--- src/rtl/request_arbiter.sv ---
// Request arbiter for eight requesters.
// Fixed-priority or round-robin selection, a registered one-hot grant, and a
// bounded hold time that forces the grant to release.
//
// state   | meaning
// --------+------------------------------------------------------------
// IDLE    | no grant; arbitrate whenever any request is present
// GRANT   | one requester owns the grant; hold_cnt counts owned cycles
// RECOVER | one-cycle gap with outputs low; arbitrate for the next grant
module request_arbiter #(
   parameter int HOLD_MAX = 16
) (
   input  logic       clk,
   input  logic       rst,
   input  logic [7:0] req,
   input  logic       done,
   input  logic       rr_en,
   output logic [7:0] gnt,
   output logic [2:0] gnt_idx,
   output logic       gnt_vld,
   output logic       timeout
);

   typedef enum logic [1:0] {
      IDLE    = 2'd0,
      GRANT   = 2'd1,
      RECOVER = 2'd2
   } state_t;

   localparam logic [7:0] HOLD_LAST = 8'(HOLD_MAX - 1);

   state_t     state, state_nxt;
   logic [7:0] hold_cnt, hold_cnt_nxt;
   logic [2:0] last_idx, last_idx_nxt;
   logic       armed, armed_nxt;
   logic [7:0] gnt_nxt;
   logic [2:0] gnt_idx_nxt;
   logic       gnt_vld_nxt;
   logic       timeout_nxt;

   logic [2:0] fix_idx;
   logic [2:0] rr_idx;
   logic [2:0] rr_cand;
   logic [2:0] win_idx;
   logic       hold_end;
   logic       owner_req;
   logic       release_grant;

   // Candidate winners for both modes; the mode is applied only when a grant is issued.
   always_comb begin
      fix_idx = 3'd0;
      rr_idx  = 3'd0;
      rr_cand = 3'd0;
      for (int i = 0; i < 8; i++) begin
         if (req[i]) fix_idx = 3'(i);
      end
      // Scan from farthest to nearest so the nearest set index above last_idx wins.
      for (int k = 8; k >= 1; k--) begin
         rr_cand = last_idx + 3'(k);
         if (req[rr_cand]) rr_idx = rr_cand;
      end
      win_idx = rr_en ? rr_idx : fix_idx;
   end

   // Next-state and next-output logic.
   always_comb begin
      state_nxt     = state;
      hold_cnt_nxt  = hold_cnt;
      last_idx_nxt  = last_idx;
      armed_nxt     = armed;
      gnt_nxt       = gnt;
      gnt_idx_nxt   = gnt_idx;
      gnt_vld_nxt   = gnt_vld;
      timeout_nxt   = 1'b0;
      hold_end      = (hold_cnt == HOLD_LAST);
      owner_req     = req[gnt_idx];
      release_grant = done || !owner_req || hold_end;

      case (state)
         IDLE, RECOVER: begin
            gnt_nxt      = 8'h00;
            gnt_idx_nxt  = 3'd0;
            gnt_vld_nxt  = 1'b0;
            hold_cnt_nxt = 8'd0;
            state_nxt    = IDLE;
            if (req != 8'h00) begin
               if (armed) begin
                  // Grant is registered here, so gnt appears one cycle after req is sampled.
                  state_nxt    = GRANT;
                  gnt_nxt      = 8'h01 << win_idx;
                  gnt_idx_nxt  = win_idx;
                  gnt_vld_nxt  = 1'b1;
                  last_idx_nxt = win_idx;
               end else begin
                  // The first request seen after reset only arms the arbiter.
                  armed_nxt = 1'b1;
               end
            end
         end
         GRANT: begin
            if (release_grant) begin
               state_nxt    = RECOVER;
               gnt_nxt      = 8'h00;
               gnt_idx_nxt  = 3'd0;
               gnt_vld_nxt  = 1'b0;
               hold_cnt_nxt = 8'd0;
               // Flag timeout only when the hold limit was the sole reason to release.
               timeout_nxt  = hold_end && !done && owner_req;
            end else begin
               hold_cnt_nxt = hold_cnt + 8'd1;
            end
         end
         default: begin
            state_nxt   = IDLE;
            gnt_nxt     = 8'h00;
            gnt_idx_nxt = 3'd0;
            gnt_vld_nxt = 1'b0;
         end
      endcase
   end

   // State and registered outputs; reset clears everything asynchronously.
   always_ff @(posedge clk or negedge rst) begin
      if (!rst) begin
         state    <= IDLE;
         hold_cnt <= 8'd0;
         last_idx <= 3'd7;
         armed    <= 1'b0;
         gnt      <= 8'h00;
         gnt_idx  <= 3'd0;
         gnt_vld  <= 1'b0;
         timeout  <= 1'b0;
      end else begin
         state    <= state_nxt;
         hold_cnt <= hold_cnt_nxt;
         last_idx <= last_idx_nxt;
         armed    <= armed_nxt;
         gnt      <= gnt_nxt;
         gnt_idx  <= gnt_idx_nxt;
         gnt_vld  <= gnt_vld_nxt;
         timeout  <= timeout_nxt;
      end
   end

endmodule

--- config.mk ---
export PLATFORM = sky130hd
export DESIGN_NAME = request_arbiter
export DESIGN_NICKNAME = d
export VERILOG_FILES = /design/src/rtl/request_arbiter.sv
export SDC_FILE = /design/constraint.sdc
export NUM_CORES = 1
export LEC_CHECK = 0
export CAP_MARGIN = 10
export CORE_UTILIZATION = 39
export CTS_BUF_LIST = sky130_fd_sc_hd__clkbuf_8
export DETAILED_ROUTE_END_ITERATION = 10
export HOLD_SLACK_MARGIN = 0.12
export SKIP_LAST_GASP = 1
export SLEW_MARGIN = 25
export SYNTH_ARGS = -nofsm -noshare
export SYNTH_HDL_FRONTEND = slang
export SYNTH_SLANG_ARGS = --single-unit
--- constraint.sdc ---
create_clock -name clk -period 6.75 [get_ports clk]
set_input_delay 1.35 -clock clk [delete_from_list [all_inputs] [get_ports clk]]
set_output_delay 1.35 -clock clk [all_outputs]
set_load 0.02 [all_outputs]
# Word level (Yosys, flattened, before mapping)
# Cells that the tools add are included.
[totals]
regBits = 27
latchBits = 0
ramBits = 0
romBits = 0
input_bits = 12
out_inout_bits = 13
word_cells = 96
mem_count = 0
[op_classes]
add_sub_neg = 8
multipliers = 0
div = 0
order_cmp = 9
eq_ne = 4
shift = 1
n_mux = 54
bitwise = 0
n_reduce_logical = 12
[op_table]
columns = ["operator", "count"]
rows = [
  ["3-bit 2-to-1 mux", 17],
  ["3-bit by 4-bit < comparator with 1-bit output (second input constant)", 9],
  ["8-bit 2-to-1 mux", 4],
  ["8-bit case mux with 2 select lines", 2],
  ["1-bit binary-select mux with 3-bit select", 9],
  ["1-bit 2-to-1 mux", 17],
  ["3-bit adder (second input constant)", 4],
  ["8-bit by 1-bit adder with 8-bit output (second input constant)", 1],
  ["8-bit by 4-bit == test with 1-bit output (second input constant)", 1],
  ["8-bit nonzero test", 1],
  ["1-bit by 3-bit << shifter with 8-bit output (first input constant)", 1],
  ["3-bit by 2-bit adder with 3-bit output (second input constant)", 2],
  ["3-bit case mux with 2 select lines", 1],
  ["2-bit 2-to-1 mux", 2],
  ["2-bit case mux with 2 select lines", 1],
  ["3-bit by 1-bit adder with 3-bit output (second input constant)", 1],
  ["3-bit AND reduction", 1],
  ["2-bit by 1-bit == test with 1-bit output (second input constant)", 1],
  ["2-bit == test (second input constant)", 1],
  ["1-bit logical AND", 2],
  ["1-bit logical NOT", 2],
  ["2-bit logical NOT", 1],
  ["1-bit logical OR", 2],
  ["2-bit != test (second input constant)", 1],
  ["4 further kinds", 4],
]

# Logic depth before layout (Yosys ltp)
# Gate-level depths: netlist of the first run.
[depth]
word_depth = 15
ltp_mapped = 12
depth_no_buf = 9

# Worst setup path before layout of the first run
# OpenSTA, ideal clock, no wires.
[synth_timing]
kind = "in2reg"
from = "in req[6]"
to = "reg gnt[4]"
setup_time_ps = 76
arrival_time_ps = 3291
required_time_ps = 6674
slack_ps = 3383
cell_stages = 8
n_path_buf = 1
path_cell_list = "buf_2 -> mux4_2 -> o221a_4 -> a2111oi_4 -> a211oi_1 -> o311a_4 -> or3b_1 -> o21ai_1"
[synth_via]
elab_chain_cells = 15
word_cells_on_any_way = 38
classes_between = "1 x eq/ne; 1 x shift; 32 x mux; 4 x reduce/logical"
[synth_rtl]
columns = ["element", "line", "rtl"]
rows = [
  ["start, declared", "15", "input logic [7:0] req,"],
  ["1-bit binary-select mux with 3-bit select", "60", "if (req[rr_cand]) rr_idx = rr_cand;"],
  ["1-bit 2-to-1 mux (implied by the code)", "60", ""],
  ["3-bit 2-to-1 mux (8 in a row)", "60", ""],
  ["3-bit 2-to-1 mux", "62", "win_idx = rr_en ? rr_idx : fix_idx;"],
  ["1-bit by 3-bit << shifter with 8-bit output", "90", "gnt_nxt = 8'h01 << win_idx;"],
  ["8-bit 2-to-1 mux", "87", "if (armed) begin"],
  ["8-bit 2-to-1 mux", "86", "if (req != 8'h00) begin"],
  ["8-bit case mux with 2 select lines", "79", "case (state)"],
  ["end signal, assigned", "138", "gnt <= gnt_nxt;"],
  ["end, declared", "18", "output logic [7:0] gnt,"],
]
# Parallel ways exist; a longest one is shown, timed or not. The select of a mux whose other input is x is not followed.
# A chain may end at the register's enable or synchronous reset.

# Worst setup path in the final report of the first run
[layout_timing]
from = "reg last_idx[0]"
to = "reg gnt[1]"
[layout_via]
elab_chain_cells = 15
word_cells_on_any_way = 36
classes_between = "7 x add/sub; 1 x shift; 28 x mux"
[layout_rtl]
columns = ["element", "line", "rtl"]
rows = [
  ["start, declared", "34", "logic [2:0] last_idx, last_idx_nxt;"],
  ["start signal, assigned", "136", "last_idx <= last_idx_nxt;"],
  ["3-bit adder or 1-bit binary-select mux with 3-bit select (tied branches)", "59, 60", ""],
  ["1-bit binary-select mux with 3-bit select or 1-bit 2-to-1 mux (tied branches)", "60", ""],
  ["1-bit 2-to-1 mux (implied by the code) or 3-bit 2-to-1 mux (tied branches)", "60", ""],
  ["3-bit 2-to-1 mux (6 in a row)", "60", ""],
  ["3-bit 2-to-1 mux *", "60", ""],
  ["3-bit 2-to-1 mux *", "62", ""],
  ["1-bit by 3-bit << shifter with 8-bit output *", "90", ""],
  ["8-bit 2-to-1 mux *", "87", ""],
  ["8-bit 2-to-1 mux *", "86", ""],
  ["8-bit case mux with 2 select lines *", "79", ""],
]
# Mark *: on every way between the ends. The rest lies on a longest branch, timed or not. The select of a mux whose other input is x is not followed.

==> results of run 1 <==
[report_power, final]
| group | switching [µW] | internal, µW | total, µW |
|---|---|---|---|
| clock network | 47.3 | 52.1 | 99.4 |
| registers | 98.8 | 208 | 307 |
| logic | 514 | 423 | 937 |
| total | 660 | 683 | 1340 |
[through the flow]
stage / worst slack, ns / power, µW / hold WS, ns
global route: 2.50 / 1440 / 0.518
floorplan: 3.38 / 1030 / 0.454
detailed placement: 2.58 / 1230 / 0.470
global placement: 2.48 / 1240 / 0.468
finish: 2.74 / 1340 / 0.487
CTS: 2.75 / 1340 / 0.490
[final cells by class]
class,instances,area (µm²)
Multi-Input combinational cell,189,1510
Tap cell,72,90.1
Fill cell,549,3000
Inverter,6,22.5
Clock buffer,4,55.1
Timing Repair Buffer,25,248
Sequential cell,26,654
[cell families after synthesis]
kind of cell               count (synthesis)  synth area share [%]
muxes                                     29                  21.1
AOI/OAI and AO/OA                         71                  24.6
buffers and inverters                     25                  5.48
DFF                                       26                  28.7
adders and majority gates                  3                  1.64
and+or+nand+nor                           82                  16.9
xor gates and xnor gates                   4                  1.54
[sequential cells by signal, summed over array words and instances, names as in the netlist]
| register | count |
|---|---|
| gnt | 8 |
| hold_cnt | 8 |
| gnt_idx | 3 |
| last_idx | 3 |
| state | 2 |
| armed | 1 |
| timeout | 1 |
[final timing paths]
check / slack (ns) / cells past startpoint / end / start
worst max-delay path: 2.74 / 8 / gnt[1]$_DFFE_PN0P_ / last_idx[0]$_DFFE_PN1P_
worst min-delay path: 0.49 / 2 / gnt[1]$_DFFE_PN0P_ / gnt[1]$_DFFE_PN0P_
worst max register to register: 2.74 / 8 / gnt[1]$_DFFE_PN0P_ / last_idx[0]$_DFFE_PN1P_
worst min register to register: 0.49 / 2 / gnt[1]$_DFFE_PN0P_ / gnt[1]$_DFFE_PN0P_
max in group asynchronous: 5.01 / 2 / last_idx[0]$_DFFE_PN1P_ / rst
min in group asynchronous: 1.43 / 2 / hold_cnt[0]$_DFFE_PN0P_ / rst
[worst max-delay path: stages (launching register included)]
cell	delay, ns
sky130_fd_sc_hd__dfstp_2	0.83
sky130_fd_sc_hd__inv_1	0.24
sky130_fd_sc_hd__ha_1	0.72
sky130_fd_sc_hd__mux4_2	0.68
sky130_fd_sc_hd__mux2i_1	0.31
sky130_fd_sc_hd__o21ai_1	0.17
sky130_fd_sc_hd__nor4_1	0.43
sky130_fd_sc_hd__o22ai_1	0.25
sky130_fd_sc_hd__o31ai_1	0.28
[synth_stat cells, types with 3 or more instances]
cell                       instances
sky130_fd_sc_hd__dfrtp_1          23
sky130_fd_sc_hd__nor3_1            5
sky130_fd_sc_hd__dfstp_2           3
sky130_fd_sc_hd__mux4_2           12
sky130_fd_sc_hd__a211oi_1          3
sky130_fd_sc_hd__nand2_1          37
sky130_fd_sc_hd__mux2i_1           8
sky130_fd_sc_hd__o31ai_1           3
sky130_fd_sc_hd__a22o_1            4
sky130_fd_sc_hd__nand3_1           8
sky130_fd_sc_hd__buf_2             7
sky130_fd_sc_hd__ha_1              3
sky130_fd_sc_hd__clkbuf_1          9
sky130_fd_sc_hd__o21ai_1           7
sky130_fd_sc_hd__mux2_2            7
sky130_fd_sc_hd__o22ai_1           3
sky130_fd_sc_hd__o21ai_0          17
sky130_fd_sc_hd__buf_6             3
sky130_fd_sc_hd__nand2b_1          9
sky130_fd_sc_hd__inv_1             6
sky130_fd_sc_hd__nor4_1            3
sky130_fd_sc_hd__and3_1            4
sky130_fd_sc_hd__a21oi_1           7
sky130_fd_sc_hd__nor2_1            8
[routing by layer]
metal | track usage (%) | vias up
li1 | - | 937
met1 | 27.8 | 966
met2 | 31.8 | 50
met3 | 1.16 | 10
met4 | 5.00 | 0
met5 | 0 | -
==> flow_results.xml, run 1 <==
<?xml version="1.0" encoding="UTF-8"?>
<metrics>
  <group name="status">
    <metric name="outcome" unit="">complete, no violations</metric>
  </group>
  <group name="global_route">
    <metric name="first_global_vias" unit="">1913</metric>
    <metric name="grt_first_pass_wirelength" unit="µm">9550</metric>
    <metric name="initial_antenna_violation_count" unit="">0</metric>
    <metric name="maximum_number_of_pins_on_one_net_before_global_route_repair" unit="">27</metric>
    <metric name="grtUsageTotal" unit="%">19.4</metric>
    <metric name="grt_remaining_overflow" unit="">0</metric>
  </group>
  <group name="cells_and_area">
    <metric name="layout_cell_share_with_drive_strength_beyond_1" unit="%">14.0</metric>
    <metric name="most_frequent_standard_cell_in_the_layout_excluding_fill_and_tap_cells" unit="">sky130_fd_sc_hd__nand2_1</metric>
    <metric name="layout_common_cells" unit="">37 x sky130_fd_sc_hd__nand2_1, 24 x sky130_fd_sc_hd__clkdlybuf4s50_1, 23 x sky130_fd_sc_hd__dfrtp_1</metric>
    <metric name="final_cell_count_no_fill" unit="">322</metric>
    <metric name="finalInstanceArea" unit="mm²">0.00258</metric>
    <metric name="finish.net_count" unit="">266</metric>
    <metric name="syn_to_final_growth" unit="%">12.9</metric>
    <metric name="ant_cells" unit="">0</metric>
    <metric name="layout.core_utilization" unit="%">46.2</metric>
  </group>
  <group name="critical_path">
    <metric name="worst-endpoint-arrival" unit="ns">4.18</metric>
    <metric name="worst-path-max-fanout" unit="">19</metric>
    <metric name="startpoint_type" unit="">register</metric>
    <metric name="timing.critical_path.to_type" unit="">register</metric>
    <metric name="required_time_worst_endpoint" unit="ns">6.92</metric>
    <metric name="worstSetupPathType" unit="">register to register</metric>
  </group>
  <group name="placement">
    <metric name="place_congestion" unit="">0.823</metric>
    <metric name="detailed_place.area" unit="mm²">0.00252</metric>
    <metric name="numPlacedInstances" unit="">318</metric>
    <metric name="hpwlAfterDp" unit="µm">4120</metric>
    <metric name="io_buffer_count" unit="">24</metric>
  </group>
  <group name="clock_tree">
    <metric name="post_cts_buffers" unit="">0</metric>
    <metric name="htree_levels" unit="">1</metric>
    <metric name="clk_latency" unit="ns">0.27</metric>
    <metric name="tritoncts_clock_tree" unit="">done</metric>
    <metric name="max-clock-path-buffers" unit="">2</metric>
    <metric name="cts_hold_repair.buffers" unit="">0</metric>
    <metric name="clockRootBuffer" unit="">sky130_fd_sc_hd__clkbuf_8</metric>
    <metric name="cts-resized-gates" unit="">0</metric>
    <metric name="cts.sink_count" unit="">26</metric>
    <metric name="numCtsBuffers" unit="">3</metric>
    <metric name="worst_setup_hold_path_clk_slew" unit="ns">0.08</metric>
  </group>
  <group name="floorplanning">
    <metric name="std_cell_rows" unit="">27</metric>
    <metric name="initial_utilization" unit="%">40.9</metric>
    <metric name="chipWidth" unit="µm">78.5</metric>
    <metric name="ios" unit="">25</metric>
    <metric name="die_area" unit="mm²">0.00616</metric>
    <metric name="coreArea" unit="mm²">0.00557</metric>
    <metric name="die_h" unit="µm">78.5</metric>
  </group>
  <group name="timing">
    <metric name="period_needed" unit="ns">4.01</metric>
    <metric name="fin_setup_tns" unit="ns">0</metric>
    <metric name="final-setup-viol-count" unit="">0</metric>
    <metric name="maxSlewViolCount" unit="">0</metric>
    <metric name="final_hold_viol_count" unit="">0</metric>
    <metric name="worst_pin_slew" unit="ns">0.735</metric>
    <metric name="slew_headroom" unit="%">50.4</metric>
    <metric name="finClkSkew" unit="ns">0.00607</metric>
    <metric name="final.period_utilization" unit="%">59.4</metric>
    <metric name="fmax" unit="GHz">0.249</metric>
    <metric name="grt_setup_unrepaired" unit="">no</metric>
  </group>
  <group name="route">
    <metric name="route.antenna.remaining_nets" unit="">0</metric>
    <metric name="detailroute.via_count" unit="">1963</metric>
    <metric name="post-route-drc-count" unit="">0</metric>
    <metric name="wirelength" unit="µm">5570</metric>
    <metric name="met2_wirelength" unit="µm">2700</metric>
    <metric name="route.detailed.vias_per_inst" unit="">6.10</metric>
    <metric name="routedLengthMet1" unit="µm">2630</metric>
    <metric name="first_iter_violations" unit="">199</metric>
    <metric name="routed-wl-met3" unit="µm">146</metric>
    <metric name="detailedRoute.firstPassIterationCount" unit="">4</metric>
    <metric name="top_layer" unit="">met4</metric>
    <metric name="wl_per_cell" unit="µm">17.3</metric>
  </group>
  <group name="yosys">
    <metric name="yosysSeqAreaShare" unit="%">28.7</metric>
    <metric name="synth.top_cells.by_area" unit="">sky130_fd_sc_hd__dfrtp_1 25%, sky130_fd_sc_hd__mux4_2 12%, sky130_fd_sc_hd__nand2_1 6.1%, sky130_fd_sc_hd__o21ai_0 3.7%, sky130_fd_sc_hd__mux2i_1 3.5%</metric>
    <metric name="ys_dominant_reg_cell" unit="">sky130_fd_sc_hd__dfrtp_1</metric>
    <metric name="post-synth-top-area-fraction" unit="%">25.2</metric>
    <metric name="post_synth.cell_area_avg" unit="µm²">9.51</metric>
    <metric name="synthesis.area" unit="mm²">0.00228</metric>
    <metric name="mappedNetlistNets" unit="">255</metric>
    <metric name="ys_ff_latch" unit="">26</metric>
    <metric name="synth_cells" unit="">240</metric>
    <metric name="yosys_warnings" unit="">0</metric>
    <metric name="yosys.cell_types.count" unit="">57</metric>
    <metric name="synth_top_area_cell" unit="">sky130_fd_sc_hd__dfrtp_1</metric>
    <metric name="edff_count_synth" unit="">0</metric>
    <metric name="ys_async_sr_fraction" unit="%">100</metric>
  </group>
  <group name="pwr">
    <metric name="power.density" unit="mW/mm²">521</metric>
    <metric name="irDropWorstVdd" unit="µV">247</metric>
    <metric name="total_leakage_power" unit="µW">0.00100</metric>
  </group>
  <group name="hold_path">
    <metric name="hold_class" unit="">register to register</metric>
  </group>
  <group name="flow_run">
    <metric name="max_cap_viol_count" unit="">0</metric>
  </group>
</metrics>
(Power assumes the default switching activity.)
==> run 2, diff against run 1 <==
==> constraint.sdc (replaced) <==
create_clock -name clk -period 3.5 [get_ports clk]
set_input_delay 0.7 -clock clk [delete_from_list [all_inputs] [get_ports clk]]
set_output_delay 0.7 -clock clk [all_outputs]
set_load 0.02 [all_outputs]
==> flow_results.xml, run 2 (synthesis gave the netlist of run 1 again) <==
<?xml version="1.0" encoding="UTF-8"?>
<metrics>
  <group name="timing">
    <metric name="grt_setup_unrepaired" unit="">no</metric>
    <metric name="period_needed" unit="ns">3.31</metric>
    <metric name="final-setup-viol-count" unit="">0</metric>
    <metric name="slew_headroom" unit="%">68.6</metric>
    <metric name="final_hold_viol_count" unit="">0</metric>
    <metric name="worst_pin_slew" unit="ns">0.465</metric>
    <metric name="maxSlewViolCount" unit="">0</metric>
    <metric name="fin_setup_tns" unit="ns">0</metric>
    <metric name="fmax" unit="GHz">0.302</metric>
    <metric name="finClkSkew" unit="ns">0.0102</metric>
    <metric name="final.period_utilization" unit="%">94.5</metric>
  </group>
  <group name="critical_path">
    <metric name="worstSetupPathType" unit="">register to register</metric>
    <metric name="required_time_worst_endpoint" unit="ns">3.69</metric>
    <metric name="startpoint_type" unit="">register</metric>
    <metric name="timing.critical_path.slowest_stage_cell" unit="">sky130_fd_sc_hd__mux4_2</metric>
    <metric name="timing.critical_path.buf_inv" unit="">1</metric>
    <metric name="worst-endpoint-arrival" unit="ns">3.50</metric>
    <metric name="cp_slowest_stage_delay" unit="ns">0.65</metric>
    <metric name="path_delay_family" unit="">multiplexers</metric>
    <metric name="crit_path_cell_trace" unit="">inv_1, ha_1, mux4_2, mux2i_1, o21ai_1, nor4_1, o22ai_1, o31ai_1</metric>
    <metric name="timing.critical_path.to_type" unit="">register</metric>
    <metric name="worst-path-max-fanout" unit="">8</metric>
  </group>
  <group name="global_route">
    <metric name="grtUsageTotal" unit="%">20.1</metric>
    <metric name="grt_remaining_overflow" unit="">0</metric>
    <metric name="grt_first_pass_wirelength" unit="µm">9680</metric>
    <metric name="initial_antenna_violation_count" unit="">0</metric>
    <metric name="maximum_number_of_pins_on_one_net_before_global_route_repair" unit="">27</metric>
    <metric name="first_global_vias" unit="">1860</metric>
  </group>
  <group name="route">
    <metric name="detailedRoute.firstPassIterationCount" unit="">4</metric>
    <metric name="first_iter_violations" unit="">142</metric>
    <metric name="wirelength" unit="µm">5790</metric>
    <metric name="detailroute.via_count" unit="">2024</metric>
    <metric name="route.antenna.remaining_nets" unit="">0</metric>
    <metric name="wl_per_cell" unit="µm">17.2</metric>
    <metric name="post-route-drc-count" unit="">0</metric>
    <metric name="route.detailed.vias_per_inst" unit="">6.02</metric>
  </group>
  <group name="hold_path">
    <metric name="hold_class" unit="">register to register</metric>
  </group>
  <group name="clock_tree">
    <metric name="numCtsBuffers" unit="">3</metric>
    <metric name="max-clock-path-buffers" unit="">2</metric>
    <metric name="clk_latency" unit="ns">0.27</metric>
    <metric name="post_cts_buffers" unit="">0</metric>
    <metric name="cts_hold_repair.buffers" unit="">0</metric>
    <metric name="htree_levels" unit="">1</metric>
    <metric name="cts-resized-gates" unit="">0</metric>
    <metric name="worst_setup_hold_path_clk_slew" unit="ns">0.09</metric>
    <metric name="tritoncts_clock_tree" unit="">done</metric>
    <metric name="clockRootBuffer" unit="">sky130_fd_sc_hd__clkbuf_8</metric>
    <metric name="cts.sink_count" unit="">26</metric>
  </group>
  <group name="cells_and_area">
    <metric name="final.fill_count" unit="">527</metric>
    <metric name="ant_cells" unit="">0</metric>
    <metric name="syn_to_final_growth" unit="%">18.6</metric>
    <metric name="finish.net_count" unit="">280</metric>
    <metric name="biggestRegsByFlops" unit="">gnt: 8 flops, hold_cnt: 8 flops</metric>
    <metric name="layout_cell_share_with_drive_strength_beyond_1" unit="%">18.2</metric>
    <metric name="most_frequent_standard_cell_in_the_layout_excluding_fill_and_tap_cells" unit="">sky130_fd_sc_hd__nand2_1</metric>
    <metric name="layout_common_cells" unit="">37 x sky130_fd_sc_hd__nand2_1, 24 x sky130_fd_sc_hd__clkdlybuf4s50_1, 23 x sky130_fd_sc_hd__dfrtp_1</metric>
    <metric name="final_cell_count_no_fill" unit="">336</metric>
  </group>
  <group name="floorplanning">
    <metric name="die_h" unit="µm">78.5</metric>
    <metric name="chipWidth" unit="µm">78.5</metric>
    <metric name="coreArea" unit="mm²">0.00557</metric>
    <metric name="die_area" unit="mm²">0.00616</metric>
    <metric name="initial_utilization" unit="%">40.9</metric>
    <metric name="ios" unit="">25</metric>
    <metric name="std_cell_rows" unit="">27</metric>
  </group>
  <group name="status">
    <metric name="outcome" unit="">complete, no violations</metric>
  </group>
  <group name="placement">
    <metric name="place_congestion" unit="">0.910</metric>
    <metric name="hpwlAfterDp" unit="µm">4360</metric>
    <metric name="numPlacedInstances" unit="">332</metric>
    <metric name="io_buffer_count" unit="">24</metric>
  </group>
  <group name="pwr">
    <metric name="total_leakage_power" unit="µW">0.00108</metric>
    <metric name="irDropWorstVdd" unit="µV">455</metric>
    <metric name="power.density" unit="mW/mm²">1010</metric>
  </group>
  <group name="flow_run">
    <metric name="max_cap_viol_count" unit="">0</metric>
  </group>
</metrics>
[run 2: cell types whose count changed in the layout (fill, tap and decap cells not counted)]
cell and change:
sky130_fd_sc_hd__a21oi_1 +1, sky130_fd_sc_hd__a21oi_2 -1, sky130_fd_sc_hd__buf_12 +1, sky130_fd_sc_hd__buf_4 +13, sky130_fd_sc_hd__bufinv_16 +1, sky130_fd_sc_hd__clkbuf_8 -1
[run 2: layout make-up]
type / count / area [µm²] / area share [%]
clock inverter: 1 / 30.0 / 1.11
timing repair buffer: 39 / 365 / 13.5
tap: 72 / 90.1 / 3.33
multi-input combinational: 189 / 1500 / 55.5
clock buffer: 3 / 41.3 / 1.53
sequential: 26 / 654 / 24.2
inverter: 6 / 22.5 / 0.832
[run 2: path summary, 6_finish.rpt]
check / end / slack [ns] / from / cells past startpoint
max: gnt[1]$_DFFE_PN0P_ / 0.19 / last_idx[0]$_DFFE_PN1P_ / 8
min: gnt[1]$_DFFE_PN0P_ / 0.50 / gnt[1]$_DFFE_PN0P_ / 2
max reg2reg: gnt[1]$_DFFE_PN0P_ / 0.19 / last_idx[0]$_DFFE_PN1P_ / 8
min reg2reg: gnt[1]$_DFFE_PN0P_ / 0.50 / gnt[1]$_DFFE_PN0P_ / 2
max in group asynchronous: last_idx[1]$_DFFE_PN1P_ / 2.43 / rst / 2
min in group asynchronous: hold_cnt[3]$_DFFE_PN0P_ / 0.78 / rst / 2
[run 2: tightest hold or removal path, stage by stage (launching register included)]
cell and delay (ns):
sky130_fd_sc_hd__dfrtp_1 0.36, sky130_fd_sc_hd__nand2_1 0.05, sky130_fd_sc_hd__o31ai_1 0.05
[run 2: power breakdown]
group	internal [µW]	switching (µW)
clock network	153	92.8
registers	399	116
logic	888	1080
[run 2: per-layer routing]
metal / vias up / global-route usage [%] / routed length [µm]
met5: - / 0 / 0
met4: 0 / 7.22 / 140
met3: 12 / 0.814 / 169
met2: 46 / 31.8 / 2760
met1: 1004 / 29.0 / 2730
li1: 962 / - / -
[run 2: per-stage QoR]
stage	setup WS (ns)	cell area [µm²]	total power [µW]	util, %	hold WS (ns)
after global placement	0.0626	2640	2480	47.3	0.468
after global routing	0.0232	2710	2930	48.6	0.527
after floorplan	0.288	2280	1980	-	0.404
final	0.192	2710	2720	48.6	0.497
after CTS	0.180	2710	2720	48.6	0.500
after detailed placement	0.0276	2640	2460	47.3	0.481
==> run 3, diff against run 2 <==
--- a/config.mk
+++ b/config.mk
@@ -5,6 +5,7 @@
 export SDC_FILE = /design/constraint.sdc
 export NUM_CORES = 1
 export LEC_CHECK = 0
+export ABC_CLOCK_PERIOD_IN_PS = 3500
 export CAP_MARGIN = 10
 export CORE_UTILIZATION = 39
 export CTS_BUF_LIST = sky130_fd_sc_hd__clkbuf_8
==> results of run 3 <==
Final layout, timing and power as in run 2 (identical DEF).
